===== src/rtl/sid_i2s_out.sv =====
// Boxcar decimator -> 4-deep sample FIFO -> Philips I2S serializer (mono on both channels).
// Push lands one clk after the final strobe; a full FIFO drops new samples, an empty one repeats the last.
module sid_i2s_out #(
  parameter int DECIM_LOG2 = 4,
  parameter int BCLK_DIV   = 6
) (
  input  logic               clk,
  input  logic               iRst,
  input  logic               clkEn,
  input  logic signed [15:0] iSample,
  input  logic               iClearFlags,
  output logic               oBclk,
  output logic               oLrclk,
  output logic               oSdata,
  output logic [2:0]         oLevel,
  output logic               oOverflow,
  output logic               oUnderflow
);

  localparam int AW = 16 + DECIM_LOG2;
  localparam int CW = (DECIM_LOG2 > 0) ? DECIM_LOG2 : 1;
  localparam int DW = (BCLK_DIV > 1) ? $clog2(BCLK_DIV) : 1;
  localparam logic [CW-1:0] CNT_LAST = CW'((1 << DECIM_LOG2) - 1);
  localparam logic [DW-1:0] DIV_LAST = DW'(BCLK_DIV - 1);

  logic signed [AW-1:0] acc_q, acc_d, acc_sum, acc_shr;
  logic [CW-1:0]        cnt_q, cnt_d;
  logic                 push;
  logic [15:0]          push_dat;

  logic [15:0]          mem_q [4];
  logic [1:0]           wr_q, wr_d, rd_q, rd_d;
  logic [2:0]           lvl_q, lvl_d;
  logic                 pop, pop_ok, push_ok;

  logic [DW-1:0]        div_q, div_d;
  logic                 bclk_q, bclk_d, lr_q, lr_d, sd_q, sd_d;
  logic [4:0]           slot_q, slot_d, slot_nxt;
  logic [15:0]          hold_q, hold_d;
  logic                 ovf_q, ovf_d, unf_q, unf_d;
  logic                 fall;

  always_comb begin
    acc_sum  = acc_q + AW'(iSample);
    acc_shr  = acc_sum >>> DECIM_LOG2;
    push_dat = acc_shr[15:0];
    acc_d    = acc_q;
    cnt_d    = cnt_q;
    push     = 1'b0;
    if (clkEn) begin
      if (cnt_q == CNT_LAST) begin
        push  = 1'b1;
        acc_d = '0;
        cnt_d = '0;
      end else begin
        acc_d = acc_sum;
        cnt_d = cnt_q + 1'b1;
      end
    end
  end

  always_comb begin
    div_d    = div_q + 1'b1;
    bclk_d   = bclk_q;
    fall     = 1'b0;
    if (div_q == DIV_LAST) begin
      div_d  = '0;
      bclk_d = ~bclk_q;
      fall   = bclk_q;
    end
    slot_nxt = slot_q + 5'd1;
    pop      = fall && (slot_q == 5'd31);
    // A pop never sees a same-cycle push: occupancy is judged on the registered level.
    pop_ok   = pop && (lvl_q != 3'd0);
    push_ok  = push && ((lvl_q != 3'd4) || pop_ok);
    wr_d     = push_ok ? wr_q + 2'd1 : wr_q;
    rd_d     = pop_ok ? rd_q + 2'd1 : rd_q;
    lvl_d    = lvl_q + {2'b00, push_ok} - {2'b00, pop_ok};
    hold_d   = pop_ok ? mem_q[rd_q] : hold_q;
    slot_d   = slot_q;
    lr_d     = lr_q;
    sd_d     = sd_q;
    if (fall) begin
      slot_d = slot_nxt;
      lr_d   = (slot_nxt >= 5'd15) && (slot_nxt <= 5'd30);
      sd_d   = hold_d[~slot_nxt[3:0]];
    end
    ovf_d    = (push && !push_ok) || (ovf_q && !iClearFlags);
    unf_d    = (pop && !pop_ok) || (unf_q && !iClearFlags);
  end

  always_ff @(posedge clk) begin
    if (push_ok) mem_q[wr_q] <= push_dat;
  end

  always_ff @(posedge clk or posedge iRst) begin
    if (iRst) begin
      acc_q  <= '0;
      cnt_q  <= '0;
      wr_q   <= '0;
      rd_q   <= '0;
      lvl_q  <= '0;
      div_q  <= '0;
      bclk_q <= 1'b0;
      lr_q   <= 1'b0;
      sd_q   <= 1'b0;
      slot_q <= 5'd31;
      hold_q <= '0;
      ovf_q  <= 1'b0;
      unf_q  <= 1'b0;
    end else begin
      acc_q  <= acc_d;
      cnt_q  <= cnt_d;
      wr_q   <= wr_d;
      rd_q   <= rd_d;
      lvl_q  <= lvl_d;
      div_q  <= div_d;
      bclk_q <= bclk_d;
      lr_q   <= lr_d;
      sd_q   <= sd_d;
      slot_q <= slot_d;
      hold_q <= hold_d;
      ovf_q  <= ovf_d;
      unf_q  <= unf_d;
    end
  end

  assign oBclk      = bclk_q;
  assign oLrclk     = lr_q;
  assign oSdata     = sd_q;
  assign oLevel     = lvl_q;
  assign oOverflow  = ovf_q;
  assign oUnderflow = unf_q;

endmodule


===== config.mk =====
export PLATFORM = sky130hd
export DESIGN_NAME = sid_i2s_out
export DESIGN_NICKNAME = d
export VERILOG_FILES = /design/src/rtl/sid_i2s_out.sv
export SDC_FILE = /design/constraint.sdc
export NUM_CORES = 1
export LEC_CHECK = 0
export ABC_AREA = 1
export CORE_MARGIN = 5
export CORE_UTILIZATION = 30
export DETAILED_ROUTE_END_ITERATION = 12
export PLACE_DENSITY = 0.53
export SLEW_MARGIN = 40
export SYNTH_ARGS = -nofsm -noshare
export SYNTH_HDL_FRONTEND = slang
export SYNTH_SLANG_ARGS = --single-unit

===== constraint.sdc =====
create_clock -name clk -period 8.1 [get_ports clk]
set_input_delay 1.215 -clock clk [delete_from_list [all_inputs] [get_ports clk]]
set_output_delay 1.215 -clock clk [all_outputs]
set_load 0.1 [all_outputs]

==> metrics.md <==
| Metric | Value |
|---|---|
| Die height | `157 um` |
| Pre-CTS setup slack | `4080 ps` |
| Fin Clk Skew | `between 10 and 15 ps` |
| Antenna violations before repair | `0` |
| Sw frac | `around a third` |
| Peak ir drop on the vdd network | `0.000140 V` |
| Type of the setup path with the least slack | `primary input to flip-flop` |
| Die Span X | `157 um` |
| Hold_ws | `474 ps` |
| Post-Syn Instances | `722` |
| Max-cap violations | `0` |
| Detailed-route wire length | `14.1 mm` |
| Post-Place Cell Area | `6980 sq um` |
| Area growth from synthesis to final layout | `16.8%` |
| Via count | `4,620` |
| Pin slew with the least headroom to its limit | `approximately 760 ps` |
| Post-Syn Area | `6460 sq um` |
| Avg Cell Area, Syn | `around 8.9 sq um` |
| Global-route wire length before repair | `23.6 mm` |
| Outcome | `completed` |
| Hold_buf cts | `0` |
| Total power divided by cell area | `297 nW/um^2` |
| Number of synthesis warnings | `0` |
| Placeable core region | `about 21,000 sq um` |
| H-tree Lvls | `4` |
| Source of the worst register-to-register timing path | `slot_q[0]` |
| Std cell rows | `53` |
| Share of flip-flops with an asynchronous set or reset | `between 40% and 50%` |
| Share of total power in the clock network | `31.3%` |
| Post-synthesis sequential area ratio | `53.1%` |
| Cts bufs inserted | `17` |
| Total internal power | `1.47 mW` |
| DRC | `0` |
| Sum Neg Setup Slack | `0 ps` |
| Worst-skew pair later-pin latency | `420 ps` |
| Layout cells sized above 1 | `8.30%` |
| Data required time at the worst endpoint | `between 8000 and 9000 ps` |
| Worst setup path startpoint | `clkEn` |
| Iteration count of the initial detailed-routing pass | `4` |
| I/O Buffers | `27` |
| Pin count of the biggest net entering global routing | `61` |
| Final instance area | `7540 sq um` |
| Total of endpoints with negative setup slack in the final report | `0` |
| Average vias per placed instance | `between 4 and 5` |
| HPWL reported at the end of detailed placement | `9.56 mm` |
| Comb pwr share | `29.4%` |
| Antenna viol nets, final | `0` |
| Count of unique library cells instantiated by Yosys | `40` |
| Effective utilization at floorplan | `30.6%` |
| Number of enable-type register cells in the synthesized netlist | `between 60 and 70` |
| Placer Congestion | `0.834` |
| Fin. max-slew vios | `0` |
| Worst Slack Setup Final | `4550 ps` |
| Maximum fanout along the worst path | `22` |
| Sum of internal, switching and leakage power | `~2.2 mW` |
| Number of global-route vias before repair | `4,545` |
| Kind of path behind the tightest hold check | `flip-flop to flip-flop` |
| CTS root buf | `sky130_fd_sc_hd__clkbuf_16` |
| Time the worst path needs with I/O delays and setup | `3550 ps` |
| Primary flip-flop cell chosen by synthesis mapping | `sky130_fd_sc_hd__edfxtp_1` |
| TritonCTS clock tree | `yes` |
| Post-cts repair resize count | `0` |
| Yosys reg bits | `124` |
| Worst slew slack as a fraction of its limit | `approximately half` |
| Area of the die | `24,600 sq um` |
| Source of the worst hold timing path | `slot_q[4]` |
| Switching component of the power | `0.773 mW` |
| Number of sinks on the clock net | `124` |
| Hold Vio Cnt, Final | `0` |
| Critical path launch point type | `primary input` |
| Worst-path clk slew | `60 ps` |
| Post-CTS setup-driven buffer insertion count | `0` |
| Unrepaired setup endpoints after global routing | `false` |
| Share of total power in sequential cells | `between 30 and 40%` |
| ANT cells | `0` |
| Max Clk Rate | `281 MHz` |
| Sum of overflow across all layers after global routing | `0` |
| Average wire per cell in the routed design | `13.5 um` |
| DRC violation total after the first TritonRoute iteration | `between 200 and 250` |
| Type of element capturing the critical path | `flip-flop` |
| Gr usage total | `12.2%` |
| LEAKAGE | `3.49 nW` |
| Total I/O pin count | `28` |
| Tcrit/Tclk final | `43.9%` |
| Deepest clock path buffer count | `2` |
| Final #Nets | `810` |
| Arrival time at the worst endpoint | `3850 ps` |
| Post-synth net total | `774` |
[critical path, stage by stage]
cell and delay, ps:
sky130_fd_sc_hd__clkdlybuf4s50_1 500, sky130_fd_sc_hd__inv_1 600, sky130_fd_sc_hd__nor2_1 100, sky130_fd_sc_hd__nand2_1 260
sky130_fd_sc_hd__ha_1 280, sky130_fd_sc_hd__inv_1 50, sky130_fd_sc_hd__ha_1 130, sky130_fd_sc_hd__inv_1 40
sky130_fd_sc_hd__fa_1 370, sky130_fd_sc_hd__xnor2_1 140, sky130_fd_sc_hd__xor2_1 140
[power by group through the flow]
stage               registers [mW]  logic [mW]  clock network, mW
CTS                          0.880       0.659              0.721
finish                       0.880       0.659              0.702
global placement             0.892       0.653                  0
floorplan                    0.884       0.466                  0
global route                 0.888       0.748              0.752
detailed placement           0.889       0.658                  0
[flip-flops by register name (all words and copies together), names as in the netlist]
name and count:
wr_q 2, oOverflow 1, oUnderflow 1, div_q 3, hold_q 16, oLrclk 1, mem_q 64, slot_q 5
acc_q 20, oSdata 1, rd_q 2, cnt_q 4, oLevel 3, oBclk 1
[area by class of cell]
| type | instances | area, sq um |
|---|---|---|
| clock inverters | 14 | 121 |
| clock buffers | 18 | 429 |
| well taps | 275 | 344 |
| inverters | 100 | 375 |
| repair buffers | 33 | 279 |
| fillers | 2159 | 13500 |
| multi-input cells | 482 | 2560 |
| flip-flops and latches | 124 | 3430 |
[cells in the final DEF (no fill, tap or decap), types with 4 or more instances in the layout]
cell,count
sky130_fd_sc_hd__nand2_1,176
sky130_fd_sc_hd__edfxtp_1,64
sky130_fd_sc_hd__inv_1,97
sky130_fd_sc_hd__ha_1,30
sky130_fd_sc_hd__o21bai_1,4
sky130_fd_sc_hd__xor2_1,21
sky130_fd_sc_hd__a21oi_1,18
sky130_fd_sc_hd__buf_4,5
sky130_fd_sc_hd__clkinvlp_4,4
sky130_fd_sc_hd__dfrtp_1,55
sky130_fd_sc_hd__clkbuf_16,17
sky130_fd_sc_hd__nand3_1,52
sky130_fd_sc_hd__buf_2,8
sky130_fd_sc_hd__o21ai_0,48
sky130_fd_sc_hd__nand2_2,6
sky130_fd_sc_hd__nand4_1,5
sky130_fd_sc_hd__and2_1,7
sky130_fd_sc_hd__dfstp_2,5
sky130_fd_sc_hd__clkdlybuf4s50_1,19
sky130_fd_sc_hd__nor2_1,86
[synthesized netlist by cell type, types with 2 or more instances]
cell                       number  area, sq um
sky130_fd_sc_hd__clkbuf_1       3         11.3
sky130_fd_sc_hd__nor2_1        86          323
sky130_fd_sc_hd__nand2_1      176          661
sky130_fd_sc_hd__inv_1         99          372
sky130_fd_sc_hd__o21bai_1       4         30.0
sky130_fd_sc_hd__nand2_2        6         37.5
sky130_fd_sc_hd__fa_1           2         40.0
sky130_fd_sc_hd__a21oi_1       18         90.1
sky130_fd_sc_hd__dfrtp_1       55         1380
sky130_fd_sc_hd__and2_1         7         43.8
sky130_fd_sc_hd__nand3_4        2         35.0
sky130_fd_sc_hd__nor3_1         3         15.0
sky130_fd_sc_hd__o22ai_1        2         12.5
sky130_fd_sc_hd__nand3_1       52          260
sky130_fd_sc_hd__a21boi_0       2         15.0
sky130_fd_sc_hd__buf_2          9         45.0
sky130_fd_sc_hd__dfstp_2        5          131
sky130_fd_sc_hd__a22o_1         3         26.3
sky130_fd_sc_hd__xnor2_1        3         26.3
sky130_fd_sc_hd__ha_1          30          375
sky130_fd_sc_hd__nor2_4         2         22.5
sky130_fd_sc_hd__xor2_1        21          184
sky130_fd_sc_hd__nand4_1        5         31.3
sky130_fd_sc_hd__edfxtp_1      64         1920
sky130_fd_sc_hd__o21ai_0       48          240
[metrics by stage]
stage               cells  utilization (%)
finish               1046             35.7
global route         1046             35.7
CTS                  1046             35.7
detailed placement   1014             33.1
global placement     1014             33.3
floorplan             722                -
[path summary, 6_finish.rpt]
kind                             end  slack [ps]  depth (start not counted)
min                        slot_q[4]         470                          2
min reg2reg                slot_q[4]         470                          2
max in group asynchronous  acc_q[14]        6410                          3
max reg2reg                oLevel[2]        4930                         14
min in group asynchronous   acc_q[2]        1240                          3
max                        oLevel[2]        4550                         11
[metal layers]
metal,share of wire [%],track usage [%],vias up,wire [um]
met3,3.4,3.10,12,474
met1,50,16.8,2127,7080
li1,-,-,2413,-
met5,0,0,-,0
met2,45,19.1,68,6400
met4,0.87,3.60,0,122
[cells by family (layout without fill, tap and decap cells)]
group	after synthesis	in the layout	share of synthesized area, %
AND/OR/NAND/NOR	342	342	22.7
flip-flops	124	124	53.1
buffers and inverters	116	165	7.23
AO/OA/AOI/OAI	84	84	7.23
adder cells (fa/ha/maj)	32	32	6.43
XOR/XNOR	24	24	3.26
No activity file was read; power rests on OpenSTA's default activity.
